$ cat src/rtl/seq_sub_flag_gen_pkg.sv
// Shared definitions for the sequential subtract-and-flag generator:
// FSM state encoding, default geometry and slice-index sizing.
package seq_sub_flag_gen_pkg;

  localparam int DEF_WIDTH = 64;
  localparam int DEF_CHUNK = 16;

  // Slice counter width; a single-slice build still needs one bit.
  function automatic int idx_width(input int n);
    return (n > 1) ? $clog2(n) : 1;
  endfunction

  localparam int N_CHUNKS = DEF_WIDTH / DEF_CHUNK;
  localparam int IDX_W    = idx_width(N_CHUNKS);

  typedef enum logic [1:0] {
    ST_IDLE = 2'd0,
    ST_RUN  = 2'd1,
    ST_DONE = 2'd2
  } state_e;

endpackage

$ cat src/rtl/seq_sub_flag_gen_if.sv
// Operand/flag handshake bundle for seq_sub_flag_gen.
// The diff bus is only present when SEQ_SUB_DIFF_EN is defined.
interface seq_sub_flag_gen_if #(
  parameter int WIDTH = 64
);
  logic             start_valid;
  logic             start_ready;
  logic [WIDTH-1:0] a;
  logic [WIDTH-1:0] b;
  logic             flags_valid;
  logic             flags_ready;
  logic             c_o;
  logic             eq;
  logic             neg;
  logic             ovf;
`ifdef SEQ_SUB_DIFF_EN
  logic [WIDTH-1:0] diff;
`endif

  modport master (
    output start_valid, a, b, flags_ready,
`ifdef SEQ_SUB_DIFF_EN
    input  diff,
`endif
    input  start_ready, flags_valid, c_o, eq, neg, ovf
  );

  modport slave (
    input  start_valid, a, b, flags_ready,
`ifdef SEQ_SUB_DIFF_EN
    output diff,
`endif
    output start_ready, flags_valid, c_o, eq, neg, ovf
  );

endinterface

$ cat src/rtl/seq_sub_flag_gen_sub_chunk_adder.sv
// One CHUNK-bit slice of A + ~B + cin, with carry out and a zero-result flag.
module sub_chunk_adder #(
  parameter int CHUNK = 16
) (
  input  logic [CHUNK-1:0] a,
  input  logic [CHUNK-1:0] b,
  input  logic             cin,
  output logic [CHUNK-1:0] sum,
  output logic             cout,
  output logic             zero
);

  logic [CHUNK:0] full_s;

  assign full_s = {1'b0, a} + {1'b0, ~b} + {{CHUNK{1'b0}}, cin};
  assign sum    = full_s[CHUNK-1:0];
  assign cout   = full_s[CHUNK];
  assign zero   = (full_s[CHUNK-1:0] == {CHUNK{1'b0}});

endmodule

$ cat src/rtl/seq_sub_flag_gen.sv
// Multi-cycle A - B flag generator, one CHUNK slice per cycle, LSB first.
// Define SEQ_SUB_DIFF_EN to expose the full difference on the diff port.
module seq_sub_flag_gen
  import seq_sub_flag_gen_pkg::*;
#(
  parameter int WIDTH = DEF_WIDTH,
  parameter int CHUNK = DEF_CHUNK
) (
  input logic               clk,
  input logic               rst_n,
  seq_sub_flag_gen_if.slave bus
);

  localparam int            N_S      = WIDTH / CHUNK;
  localparam int            IW_S     = idx_width(N_S);
  localparam logic [IW_S-1:0] LAST_IDX = IW_S'(N_S - 1);

  state_e           state_r;
  state_e           state_s;
  logic [WIDTH-1:0] a_r;
  logic [WIDTH-1:0] b_r;
  logic             a_msb_r;
  logic             b_msb_r;
  logic             carry_r;
  logic             eq_acc_r;
  logic [IW_S-1:0]  idx_r;
  logic [CHUNK-1:0] sum_s;
  logic             cout_s;
  logic             zero_s;
  logic             accept_s;
  logic             run_s;
  logic             done_s;
  logic             top_msb_s;

  assign accept_s = (state_r == ST_IDLE) & bus.start_valid;
  assign run_s    = (state_r == ST_RUN);
  assign done_s   = (state_r == ST_DONE);

  // Operands are shifted down so the active slice always sits in bits [CHUNK-1:0].
  sub_chunk_adder #(.CHUNK(CHUNK)) u_adder (
    .a    (a_r[CHUNK-1:0]),
    .b    (b_r[CHUNK-1:0]),
    .cin  (carry_r),
    .sum  (sum_s),
    .cout (cout_s),
    .zero (zero_s)
  );

  // State register.
  always_ff @(posedge clk or negedge rst_n) begin
    if (!rst_n) begin
      state_r <= ST_IDLE;
    end else begin
      state_r <= state_s;
    end
  end

  // Next-state decode.
  always_comb begin
    state_s = state_r;
    case (state_r)
      ST_IDLE: begin
        if (bus.start_valid) state_s = ST_RUN;
        else                 state_s = ST_IDLE;
      end
      ST_RUN: begin
        if (idx_r == LAST_IDX) state_s = ST_DONE;
        else                   state_s = ST_RUN;
      end
      ST_DONE: begin
        if (bus.flags_ready) state_s = ST_IDLE;
        else                 state_s = ST_DONE;
      end
      default: state_s = ST_IDLE;
    endcase
  end

  // Operand capture, carry ripple and slice-zero accumulation.
  always_ff @(posedge clk or negedge rst_n) begin
    if (!rst_n) begin
      a_r      <= {WIDTH{1'b0}};
      b_r      <= {WIDTH{1'b0}};
      a_msb_r  <= 1'b0;
      b_msb_r  <= 1'b0;
      carry_r  <= 1'b1;
      eq_acc_r <= 1'b1;
      idx_r    <= {IW_S{1'b0}};
    end else if (accept_s) begin
      a_r      <= bus.a;
      b_r      <= bus.b;
      a_msb_r  <= bus.a[WIDTH-1];
      b_msb_r  <= bus.b[WIDTH-1];
      carry_r  <= 1'b1;
      eq_acc_r <= 1'b1;
      idx_r    <= {IW_S{1'b0}};
    end else if (run_s) begin
      a_r      <= a_r >> CHUNK;
      b_r      <= b_r >> CHUNK;
      carry_r  <= cout_s;
      eq_acc_r <= eq_acc_r & zero_s;
      idx_r    <= idx_r + IW_S'(1);
    end
  end

`ifdef SEQ_SUB_DIFF_EN
  logic [WIDTH-1:0] diff_r;

  // Difference fills from the top; after N slices it is complete.
  always_ff @(posedge clk or negedge rst_n) begin
    if (!rst_n) begin
      diff_r <= {WIDTH{1'b0}};
    end else if (run_s) begin
      diff_r <= {sum_s, diff_r[WIDTH-1:CHUNK]};
    end
  end

  assign top_msb_s = diff_r[WIDTH-1];
  assign bus.diff  = diff_r;
`else
  logic top_msb_r;
  logic unused_sum_s;

  // Only the sign of the last slice is needed for neg/ovf.
  always_ff @(posedge clk or negedge rst_n) begin
    if (!rst_n) begin
      top_msb_r <= 1'b0;
    end else if (run_s) begin
      top_msb_r <= sum_s[CHUNK-1];
    end
  end

  assign top_msb_s    = top_msb_r;
  assign unused_sum_s = ^sum_s[CHUNK-2:0];
`endif

  assign bus.start_ready = (state_r == ST_IDLE);
  assign bus.flags_valid = done_s;
  assign bus.c_o         = done_s & carry_r;
  assign bus.eq          = done_s & eq_acc_r;
  assign bus.neg         = done_s & top_msb_s;
  assign bus.ovf         = done_s & (a_msb_r ^ b_msb_r) & (top_msb_s ^ a_msb_r);

endmodule
$ cat src/flat_wrapper.sv
// flat-port wrapper written by rule: the top's interface ports become plain ports
module seq_sub_flag_gen_flat import seq_sub_flag_gen_pkg::*;
#(
  parameter int WIDTH = DEF_WIDTH,
  parameter int CHUNK = DEF_CHUNK
)
  (clk, rst_n, bus_start_valid, bus_a, bus_b, bus_flags_ready, bus_start_ready, bus_flags_valid, bus_c_o, bus_eq, bus_neg, bus_ovf);
  seq_sub_flag_gen_if #(.WIDTH(WIDTH)) bus_i ();
  input logic clk;
  input logic rst_n;
  input wire logic [$bits(bus_i.start_valid)-1:0] bus_start_valid;
  input wire logic [$bits(bus_i.a)-1:0] bus_a;
  input wire logic [$bits(bus_i.b)-1:0] bus_b;
  input wire logic [$bits(bus_i.flags_ready)-1:0] bus_flags_ready;
  output wire logic [$bits(bus_i.start_ready)-1:0] bus_start_ready;
  output wire logic [$bits(bus_i.flags_valid)-1:0] bus_flags_valid;
  output wire logic [$bits(bus_i.c_o)-1:0] bus_c_o;
  output wire logic [$bits(bus_i.eq)-1:0] bus_eq;
  output wire logic [$bits(bus_i.neg)-1:0] bus_neg;
  output wire logic [$bits(bus_i.ovf)-1:0] bus_ovf;
  assign bus_i.start_valid = bus_start_valid;
  assign bus_i.a = bus_a;
  assign bus_i.b = bus_b;
  assign bus_i.flags_ready = bus_flags_ready;
  assign bus_start_ready = bus_i.start_ready;
  assign bus_flags_valid = bus_i.flags_valid;
  assign bus_c_o = bus_i.c_o;
  assign bus_eq = bus_i.eq;
  assign bus_neg = bus_i.neg;
  assign bus_ovf = bus_i.ovf;
  seq_sub_flag_gen #(.WIDTH(WIDTH), .CHUNK(CHUNK)) u_core (.clk(clk), .rst_n(rst_n), .bus(bus_i));
endmodule
$ cat config.mk
export PLATFORM = sky130hd
export DESIGN_NAME = seq_sub_flag_gen_flat
export DESIGN_NICKNAME = d
export VERILOG_FILES = /design/src/rtl/seq_sub_flag_gen_pkg.sv /design/src/rtl/seq_sub_flag_gen_if.sv /design/src/rtl/seq_sub_flag_gen_sub_chunk_adder.sv /design/src/rtl/seq_sub_flag_gen.sv /design/src/flat_wrapper.sv
export SDC_FILE = /design/constraint.sdc
export NUM_CORES = 1
export LEC_CHECK = 0
export ABC_CLOCK_PERIOD_IN_PS = 6700
export CAP_MARGIN = 20
export CORE_UTILIZATION = 55
export DETAILED_ROUTE_END_ITERATION = 8
export GPL_ROUTABILITY_DRIVEN = 1
export PLACE_DENSITY = 0.81
export SLEW_MARGIN = 0
export SYNTH_ARGS = -nofsm -noshare
export SYNTH_HDL_FRONTEND = slang
export SYNTH_SLANG_ARGS = --single-unit
export TNS_END_PERCENT = 100
$ cat constraint.sdc
create_clock -name clk -period 6.7 [get_ports clk]
set_input_delay 1.34 -clock clk [delete_from_list [all_inputs] [get_ports clk]]
set_output_delay 1.34 -clock clk [all_outputs]
set_load 0.005 [all_outputs]
==> key figures, run 1 <==
GRT
  – Largest net degree at the start of global routing: between 100 and 150
  – Vias in the first global route: between 5,000 and 6,000
  – Grt total ovfl: 0
  – Antenna violations before repair: 1
  – First-pass GRT wire length: approximately 28,000 um
  – GRT Overall Usage: between 20% and 30%

Placed design
  – Gpl congestion: roughly 0.87
  – HPWL Detailed: around 11,000 um
  – PortBufs: between 100 and 150

Floorplanning
  – Initial core utilization: a little under three fifths
  – Full die area: around 12,000 um2
  – Floorplan core area: about 11,000 um2
  – Height of the die: 111 um
  – Row Count: 39
  – IO Pins: between 100 and 150
  – Die X-Extent: 111 um

Worst setup path
  – Critical Path RT: approximately 7.0 ns
  – RR Endpoint: u_core.eq_acc_r$_DFFE_PN1P_
  – Worst path slowest cell: and2_4
  – Setup Crit Path Kind: in -> reg
  – End point of the critical path: u_core.b_msb_r$_DFFE_PN0P_
  – Largest stage delay, worst path: between 0.7 and 0.8 ns
  – R2r worst-path depth: 11
  – Crit. Startpoint: bus_start_valid
  – CP Cell Sequence: clkdlybuf4s50_1, and2_4, buf_4, mux2_2
  – Worst flop-to-flop path startpoint: u_core.carry_r$_DFFE_PN1P_
  – Crit path max-delay family: buffers and inverters
  – WP buf/inv: 2
  – CP startpoint kind: input port
  – CP max FO: between 100 and 150
  – Stages on the worst setup path: 4
  – Crit end category: flip-flop
  – Crit path DAT: between 3 and 4 ns
  – Flop2flop setup slack: between 3 and 4 ns

Timing
  – Hold Fails Final Rpt: 0
  – Fin Hold WS: 0.477 ns
  – Final period utilization: between 50% and 60%
  – Skew final: roughly 0.0056 ns
  – Final min period: approximately 3.4 ns
  – Slew Viols, Final: 0
  – Worst Max-Slew Pin Slew: 1.00 ns
  – Setup TNS: 0 ns
  – RSZ-0062 raised after global routing: false
  – Final Setup Violations: 0
  – FMAX: 292 MHz
  – Rel. slew slack: 33.3%

Synth
  – Syn Nets: about 860
  – Ys async rst share: 100%
  – Synth unique cells: 50
  – Synth Instances: between 700 and 800
  – Ys Warns: 0
  – Top FF cell, synth: dfrtp_1
  – Avg Cell Area, Syn: about 9.2 um2
  – Post-synth EDFFs: 0
  – Register area share after synthesis: 52.6%
  – Flip-flop and latch count after synthesis: 137
  – Post-Syn Area: 6530 um2

Worst hold path
  – Min-Delay Path Depth: 2
  – Worst min-delay path class: reg -> reg

Routing
  – Vias: about 5,600
  – Vias per std cell: between 5 and 6
  – Antenna-violating nets left: 0
  – Residual DRC: 0
  – DR pass1 iterations: 6
  – WL final: 16,800 um
  – WL/cell: 17.2 um
  – Drt initial violations: between 400 and 500

Cells and area
  – Final core utilization: between 70 and 80%
  – Final nets: 970
  – Fillers: between 800 and 900
  – Multi-input gate area: around 2800 um2
  – Area growth from synthesis to layout: 31.7%
  – FF+latch area: 3430 um2
  – Share of layout cells above drive strength 1: roughly 6.2%

Clocking
  – CTS tree: done
  – Clock slew at the register clock pins of the worst setup and hold paths: ~0.06 ns
  – Skew-Pair Late Insertion Delay: 0.42 ns
  – Post-CTS setup buffer count: 0
  – H-tree depth: 4
  – CTS Buf Count: 17
  – # hold bufs at CTS: 0
  – Clk root buf: clkbuf_16
  – Clk sinks: around 140
  – Clock Path Buffers: 2
  – Post-CTS resize count: 0

Power and ir drop
  – P_int: about 2.7 mW
  – Leakage power: 3.95 nW
  – Sw Share: between 40% and 50%
  – Sw power: between 1.5 and 2 mW
  – Combinational share of power: roughly 46%
  – Peak VDD IR: between 0.4 and 0.5 mV
  – Pwr dens: about 520 nW/um2
  – Clock power frac: between 20% and 30%
  – Reg power frac: about a third

Outcome
  – Status: finished, final reports clean

Run
  – Maxcap violations: 0
==> metrics by stage <==
step / area, um2 / total power [mW] / instances / setup slack [ns]
global placement: 7950 / 3.35 / 943 / 2.86
global route: 8600 / 4.77 / 977 / 3.09
floorplan: 6530 / 2.89 / 706 / 3.89
detailed placement: 7950 / 3.43 / 943 / 2.84
finish: 8600 / 4.43 / 977 / 3.28
CTS: 8570 / 4.41 / 975 / 3.29
==> worst min path at each step <==
stage | start | endpoint | slack (ns)
after global placement | u_core.b_r[31]$_DFFE_PN0P_ | u_core.b_r[31]$_DFFE_PN0P_ | 0.46
after detailed placement | u_core.b_r[31]$_DFFE_PN0P_ | u_core.b_r[31]$_DFFE_PN0P_ | 0.46
after global routing | u_core.b_r[34]$_DFFE_PN0P_ | u_core.b_r[34]$_DFFE_PN0P_ | 0.49
after floorplan | u_core.a_r[18]$_DFFE_PN0P_ | u_core.a_r[18]$_DFFE_PN0P_ | 0.45
final | u_core.b_r[34]$_DFFE_PN0P_ | u_core.b_r[34]$_DFFE_PN0P_ | 0.48
after CTS | u_core.b_r[31]$_DFFE_PN0P_ | u_core.b_r[31]$_DFFE_PN0P_ | 0.48
==> sequential cells by signal (all words and copies together), names as in the netlist <==
signal,flops
u_core.eq_acc_r,1
u_core.b_r,64
u_core.idx_r,2
u_core.b_msb_r,1
u_core.state_r,2
u_core.a_r,64
u_core.carry_r,1
u_core.a_msb_r,1
u_core.top_msb_r,1
==> layer usage <==
| layer | routed length (um) | part of all wire, % | track usage, % | vias to the layer above |
|---|---|---|---|---|
| met4 | 563 | 3.4 | 13.5 | 0 |
| met1 | 7320 | 44 | 39.1 | 2694 |
| li1 | - | - | - | 2687 |
| met3 | 734 | 4.4 | 5.41 | 37 |
| met2 | 8140 | 49 | 45.8 | 170 |
| met5 | 0 | 0 | 0 | - |
==> cells by family (layout without fill, tap and decap cells) <==
group | after synthesis | count (layout) | synth area share, %
mux | 6 | 6 | 0.959
buf+inv | 72 | 199 | 4.14
xor+xnor | 6 | 6 | 0.805
simple gates | 291 | 291 | 18.3
fa+ha+maj | 18 | 18 | 3.68
flops | 137 | 137 | 52.6
other cells | 0 | 1 | 0
compound gates | 176 | 176 | 19.5
==> final cells by class <==
type / count / area share (%)
Clock buffer: 20 / 5.43
Antenna cell: 1 / 0.0291
Sequential cell: 137 / 39.9
Tap cell: 143 / 2.08
Clock inverter: 12 / 1.72
Inverter: 24 / 1.05
Timing Repair Buffer: 143 / 16.7
Multi-Input combinational cell: 497 / 33.1
==> worst min-delay path, cell delays in order, from the launching register on <==
cell and delay, ns:
dfrtp_1 0.34, nand2_1 0.05, nand2_1 0.05
==> layout by cell type (no fill, tap or decap), types with 3 or more instances in the layout <==
cell	netlist	layout
mux2i_1	4	4
clkbuf_8	0	3
nand2b_1	6	6
dfrtp_1	135	135
xnor2_1	4	4
nor3_1	23	23
a22oi_1	80	80
a31oi_1	3	3
inv_1	24	24
nand3_1	5	5
clkinv_2	0	5
nand2_1	232	232
o21ai_0	41	41
buf_4	0	5
nor2_1	8	7
ha_1	16	16
bufinv_16	0	3
clkbuf_16	0	17
a221o_1	17	17
clkdlybuf4s50_1	0	136
a21oi_1	10	10
nand4_1	4	4
==> Yosys cell counts (all sizes together), types with 2 or more instances <==
library cell  number  share of area (%)
a21oi             10               0.77
o21a               2               0.35
nor2               8               0.46
ha                16                3.1
a211oi             2               0.42
xor2               2               0.27
mux2               2               0.35
buf                3               0.17
nand4              4               0.38
a221o             17                2.6
or3                2               0.27
a31oi              3               0.29
fa                 2               0.61
a21o               2               0.23
nand2b             6               0.58
inv               24                1.4
nand3              5               0.38
a22oi             80                9.2
dfrtp            135                 52
mux2i              4               0.61
xnor2              4               0.54
a21boi             2               0.23
and2               3               0.29
clkbuf            45                2.6
o21ai             42                3.2
o31a               2               0.27
nand2            232                 13
nor3              23                1.8
dfstp              2               0.81
a22o               2               0.27
nor2b              3               0.29
o2111ai            3               0.50
nor4               2               0.19
==> power by group through the flow <==
stage / logic, mW / registers [mW] / clock network [mW]
after floorplan: 1.53 / 1.36 / 0
after global placement: 1.92 / 1.43 / 0
after detailed placement: 1.98 / 1.45 / 0
after CTS: 2.01 / 1.44 / 0.963
after global routing: 2.28 / 1.48 / 1.00
final: 2.03 / 1.44 / 0.955
No activity file was read; power rests on OpenSTA's default activity.
==> run 2, diff against run 1 <==
ABC_CLOCK_PERIOD_IN_PS = 3500   (was 6700)
CORE_UTILIZATION = 51   (was 55)
PLACE_DENSITY = 0.76   (was 0.81)
clock period = 3.5 ns   (was 6.7 ns; I/O delays follow)
==> run 2 against run 1 <==
  * Global-route usage shrank 1.7 points
  * Sequential cell count unchanged
  * Clock skew increased by 0.00098 ns
  * Clock-buffer cell count grew 1
==> key figures, run 2 (synthesis results as in run 1) <==
Outcome
  – Status: finished, final reports clean

Timing
  – Skew final: between 0.006 and 0.007 ns
  – Hold Fails Final Rpt: 0
  – Worst Max-Slew Pin Slew: 0.746 ns
  – Setup TNS: 0 ns
  – Final period utilization: about nine tenths
  – RSZ-0062 raised after global routing: false
  – Rel. slew slack: around half
  – Final min period: 3.10 ns
  – FMAX: between 300 and 400 MHz
  – Slew Viols, Final: 0
  – Final Setup Violations: 0

Routing
  – Antenna-violating nets left: 0
  – Residual DRC: 0
  – WL/cell: ~17 um
  – Vias per std cell: between 5 and 6
  – DR pass1 iterations: 5
  – Vias: around 5,600
  – Drt initial violations: roughly 360
  – WL final: 16,900 um

Placed design
  – HPWL Detailed: between 10,000 and 15,000 um
  – Placed Area: about 8000 um2
  – Gpl congestion: between 0.8 and 0.9
  – PortBufs: around 140

Power and ir drop
  – P_int: 4.83 mW
  – Total power: between 8 and 9 mW
  – Pwr dens: 962 nW/um2
  – Peak VDD IR: 0.569 mV
  – Clock power frac: approximately a fifth
  – Leakage power: roughly 3.9 nW
  – Reg power frac: about a third
  – Sw Share: approximately two fifths
  – Combinational share of power: 47.8%
  – Sw power: about 3.4 mW

GRT
  – Antenna violations before repair: 0
  – Vias in the first global route: 5,346
  – Grt total ovfl: 0
  – GRT Overall Usage: a little over a quarter
  – First-pass GRT wire length: between 20,000 and 30,000 um
  – Largest net degree at the start of global routing: 83

Cells and area
  – Final Cell Area: ~8600 um2
  – Most frequent cells in the layout: nand2_1 (232), clkdlybuf4s50_1 (136), dfrtp_1 (135)
  – Most common cell after layout, fill and taps aside: nand2_1
  – Largest regs: u_core.a_r: 64 flops, u_core.b_r: 64 flops
  – ANT cells: 0
  – FF+latch area: 3430 um2
  – Fillers: 960
  – Share of layout cells above drive strength 1: between 6 and 7%
  – Final nets: 974
  – Multi-input gate area: 2840 um2
  – Final core utilization: 69.7%
  – Area growth from synthesis to layout: 31.0%

Worst setup path
  – Critical Path RT: between 3 and 4 ns
  – Crit end category: flip-flop
  – Flop2flop setup slack: between 0.3 and 0.4 ns
  – Crit path DAT: roughly 3.5 ns
  – End point of the critical path: u_core.eq_acc_r$_DFFE_PN1P_
  – Worst flop-to-flop path startpoint: u_core.carry_r$_DFFE_PN1P_
  – Crit. Startpoint: u_core.carry_r$_DFFE_PN1P_
  – CP startpoint kind: flip-flop
  – RR Endpoint: u_core.eq_acc_r$_DFFE_PN1P_
  – Setup Crit Path Kind: reg -> reg
  – CP max FO: 5
  – R2r worst-path depth: 11

Clocking
  – Clk sinks: 137
  – Post-CTS setup buffer count: 0
  – CTS Buf Count: 17
  – Skew-Pair Late Insertion Delay: ~0.42 ns
  – Post-CTS resize count: 0
  – Clk root buf: clkbuf_16
  – H-tree depth: 4
  – Clock Path Buffers: 2
  – # hold bufs at CTS: 0
  – CTS tree: done
  – Clock slew at the register clock pins of the worst setup and hold paths: roughly 0.060 ns

Floorplanning
  – IO Pins: approximately 140
  – Height of the die: ~120 um
  – Row Count: 40
  – Floorplan core area: ~12,000 um2
  – Full die area: around 13,000 um2
  – Die X-Extent: about 120 um
  – Initial core utilization: between 50% and 60%

Run
  – Maxcap violations: 0

Worst hold path
  – Worst min-delay path class: in -> async
## run 2: cell types whose count changed in the layout (fill, tap and decap cells not counted), sizes merged
cell | before | now
diode | 1 | 0
clkbuf | 20 | 21
bufinv | 3 | 0
buf | 7 | 11
clkinv | 7 | 8
## run 2: area by class of cell
cell class | instances | area share [%]
sequential | 137 | 40.1
inverter | 24 | 1.05
clock buffer | 21 | 5.27
tap | 168 | 2.46
timing repair buffer | 147 | 17.2
clock inverter | 10 | 0.644
multi-input combinational | 497 | 33.2
## run 2: worst min-delay path by stage
stage	startpoint	to	slack, ns	depth (start not counted)
after floorplan	rst_n	u_core.a_msb_r$_DFFE_PN0P_	0.40	0
after global placement	u_core.b_r[16]$_DFFE_PN0P_	u_core.b_r[16]$_DFFE_PN0P_	0.46	2
after detailed placement	u_core.b_r[34]$_DFFE_PN0P_	u_core.b_r[34]$_DFFE_PN0P_	0.46	2
after CTS	rst_n	u_core.b_r[56]$_DFFE_PN0P_	0.36	1
after global routing	rst_n	u_core.b_r[56]$_DFFE_PN0P_	0.39	1
final	rst_n	u_core.b_r[56]$_DFFE_PN0P_	0.32	1
## run 2: power groups by stage
stage / combinational [mW] / sequential [mW] / clock [mW]
2_1_floorplan: 2.93 / 2.60 / 0
3_3_place_gp: 3.78 / 2.72 / 0
3_5_place_dp: 3.90 / 2.77 / 0
4_1_cts: 3.93 / 2.74 / 1.57
5_1_grt: 4.39 / 2.82 / 1.65
6_report: 3.93 / 2.75 / 1.54
## run 2: through the flow
step           cells  setup WS (ns)  hold WS [ns]
2_1_floorplan    706          0.689         0.404
3_3_place_gp     973          0.494         0.459
3_5_place_dp     973          0.418         0.464
4_1_cts         1004          0.391         0.356
5_1_grt         1004          0.200         0.392
6_report        1004          0.397         0.324
## run 2: layer usage
layer / track usage, % / part of all wire (%) / vias up
met5: 0 / 0 / -
li1: - / - / 2704
met3: 5.11 / 3.8 / 33
met4: 12.2 / 2.8 / 0
met2: 42.2 / 48 / 158
met1: 37.7 / 45 / 2663
## run 2: worst max-delay path, stage by stage (launching register included)
cell     delay [ns]
dfstp_2        0.52
inv_1          0.06
fa_1           0.47
fa_1           0.43
nor2b_1        0.16
o31a_1         0.23
a21oi_1        0.11
o31ai_1        0.38
mux2i_1        0.23
nand4_1        0.10
nor4_1         0.20
a21bo_1        0.15
==> run 3, diff against run 2 <==
--- a/constraint.sdc
+++ b/constraint.sdc
@@ -3,2 +3,2 @@
 set_output_delay 0.7 -clock clk [all_outputs]
-set_load 0.005 [all_outputs]
+set_load 0.1 [all_outputs]
==> run 3 against run 2 <==
  * Setup slack worse by 0.041 ns
  * Final cell count hardly changed
  * Total power is 5.4% higher
  * Register-to-register slack worse by 0.04 ns
  * Sequential share of layout area is 0.50 points lower
  * Critical path type unchanged
  * Largest cell class unchanged
==> key figures, run 3 (synthesis results as in run 1) <==
Timing
  – Slew Viols, Final: 0
  – Hold Fails Final Rpt: 0
  – Fin Hold WS: between 0.3 and 0.4 ns
  – Final worst setup slack: between 0.3 and 0.4 ns
  – Final Setup Violations: 0
  – Rel. slew slack: between 40 and 50%
  – Skew final: ~0.0067 ns
  – Setup TNS: 0 ns
  – FMAX: 318 MHz
  – Final min period: around 3.1 ns
  – Worst Max-Slew Pin Slew: 0.792 ns
  – Final period utilization: 89.8%
  – RSZ-0062 raised after global routing: false

GRT
  – GRT Overall Usage: approximately 27%
  – Largest net degree at the start of global routing: 87
  – Grt total ovfl: 0
  – Vias in the first global route: around 5,300
  – First-pass GRT wire length: approximately 27,000 um
  – Antenna violations before repair: 0

Clocking
  – CTS tree: done
  – Skew-Pair Late Insertion Delay: roughly 0.42 ns
  – Clock Path Buffers: 2
  – Clk root buf: clkbuf_16
  – Clock slew at the register clock pins of the worst setup and hold paths: 0.06 ns
  – H-tree depth: 4
  – Post-CTS resize count: 0
  – # hold bufs at CTS: 0
  – CTS Buf Count: 17
  – Post-CTS setup buffer count: 0
  – Clk sinks: about 140

Power and ir drop
  – Leakage power: 3.99 nW
  – Peak VDD IR: 0.494 mV
  – Pwr dens: 1000 nW/um2
  – Total power: 8.66 mW

Worst setup path
  – Most used cell, CP: fa_1
  – Worst path slowest cell: dfstp_2
  – CP startpoint kind: flip-flop
  – Critical Path RT: 3.87 ns
  – WP buf/inv: 1
  – CP max FO: 5
  – Crit path max-delay family: adder cells
  – Crit path DAT: between 3 and 4 ns
  – Crit end category: flip-flop
  – Largest stage delay, worst path: between 0.5 and 0.6 ns
  – CP Cell Sequence: inv_1, fa_1, fa_1, nor2b_1, o31a_1, a21oi_1, o31ai_1, mux2i_1, nand4_1, nor4_1, a21bo_1
  – Setup Crit Path Kind: reg -> reg
  – Flop2flop setup slack: approximately 0.36 ns

Cells and area
  – Final Instance Count excl. Fillers: between 1,000 and 1,500
  – Area growth from synthesis to layout: 32.7%
  – Fillers: 936
  – Most frequent cells in the layout: nand2_1 (232), dfrtp_1 (135), clkdlybuf4s50_1 (130)
  – Most common cell after layout, fill and taps aside: nand2_1
  – ANT cells: 0
  – Share of layout cells above drive strength 1: between 7 and 8%
  – Multi-input gate area: 2840 um2
  – Final nets: 974
  – FF+latch area: about 3400 um2
  – Largest regs: u_core.a_r: 64 flops, u_core.b_r: 64 flops

Floorplanning
  – Initial core utilization: a little over half
  – IO Pins: roughly 140
  – Die X-Extent: 115 um
  – Row Count: 40
  – Height of the die: between 100 and 150 um
  – Full die area: 13,300 um2
  – Floorplan core area: between 10,000 and 15,000 um2

Routing
  – Antenna-violating nets left: 0
  – WL/cell: roughly 17 um
  – Residual DRC: 0
  – Vias per std cell: around 5.5
  – WL final: between 15,000 and 20,000 um
  – DR pass1 iterations: 5
  – Vias: approximately 5,600
  – Drt initial violations: 461

Placed design
  – Dpl cells: a little under 1,000
  – HPWL Detailed: 11,800 um
  – PortBufs: roughly 140
  – Post-Place Setup Slack: between 0.3 and 0.4 ns
  – Gpl congestion: roughly 0.87

Worst hold path
  – Worst min-delay path class: in -> async

Outcome
  – Status: finished, final reports clean

Run
  – Maxcap violations: 0
-- run 3: cell count changes in the layout (fill, tap and decap cells not counted) --
cell and delta:
clkbuf_1 -2, buf_4 +6, bufinv_16 +4, clkdlybuf4s50_1 -6
clkinv_4 +2, clkbuf_8 +1, clkinv_2 -4
-- run 3: through the flow --
stage          utilization (%)  area (um2)
3_3_place_gp              65.5        8030
4_1_cts                   70.6        8660
5_1_grt                   70.6        8660
6_report                  70.6        8660
2_1_floorplan                -        6530
3_5_place_dp              65.5        8030
-- run 3: routing by layer --
layer | track usage, % | wire (um) | vias up
met5 | 0 | 0 | -
met4 | 12.7 | 508 | 0
met3 | 4.64 | 734 | 34
met2 | 40.9 | 7880 | 180
met1 | 38.0 | 7610 | 2665
li1 | - | - | 2698
-- run 3: area by class of cell --
type                    count  area share (%)
flip-flops and latches    137            39.6
multi-input cells         497            32.8
repair buffers            147            16.8
clock buffers              20            5.27
well taps                 168            2.43
clock inverters            12            1.99
inverters                  24            1.04
-- run 3: worst paths after layout --
check                                           startpoint  cells after the start                     endpoint
worst max-delay path            u_core.carry_r$_DFFE_PN1P_                     11  u_core.eq_acc_r$_DFFE_PN1P_
worst min-delay path                                 rst_n                      1   u_core.b_r[56]$_DFFE_PN0P_
worst max register to register  u_core.carry_r$_DFFE_PN1P_                     11  u_core.eq_acc_r$_DFFE_PN1P_
worst min register to register  u_core.b_r[24]$_DFFE_PN0P_                      2   u_core.b_r[24]$_DFFE_PN0P_
max in group asynchronous                            rst_n                      2  u_core.eq_acc_r$_DFFE_PN1P_
min in group clk                u_core.b_r[24]$_DFFE_PN0P_                      2   u_core.b_r[24]$_DFFE_PN0P_
-- run 3: where the power goes --
part           total [mW]  internal (mW)  switching (mW)
sequential           2.75           2.32           0.426
clock                1.89           1.23           0.663
combinational        4.03           1.60            2.43
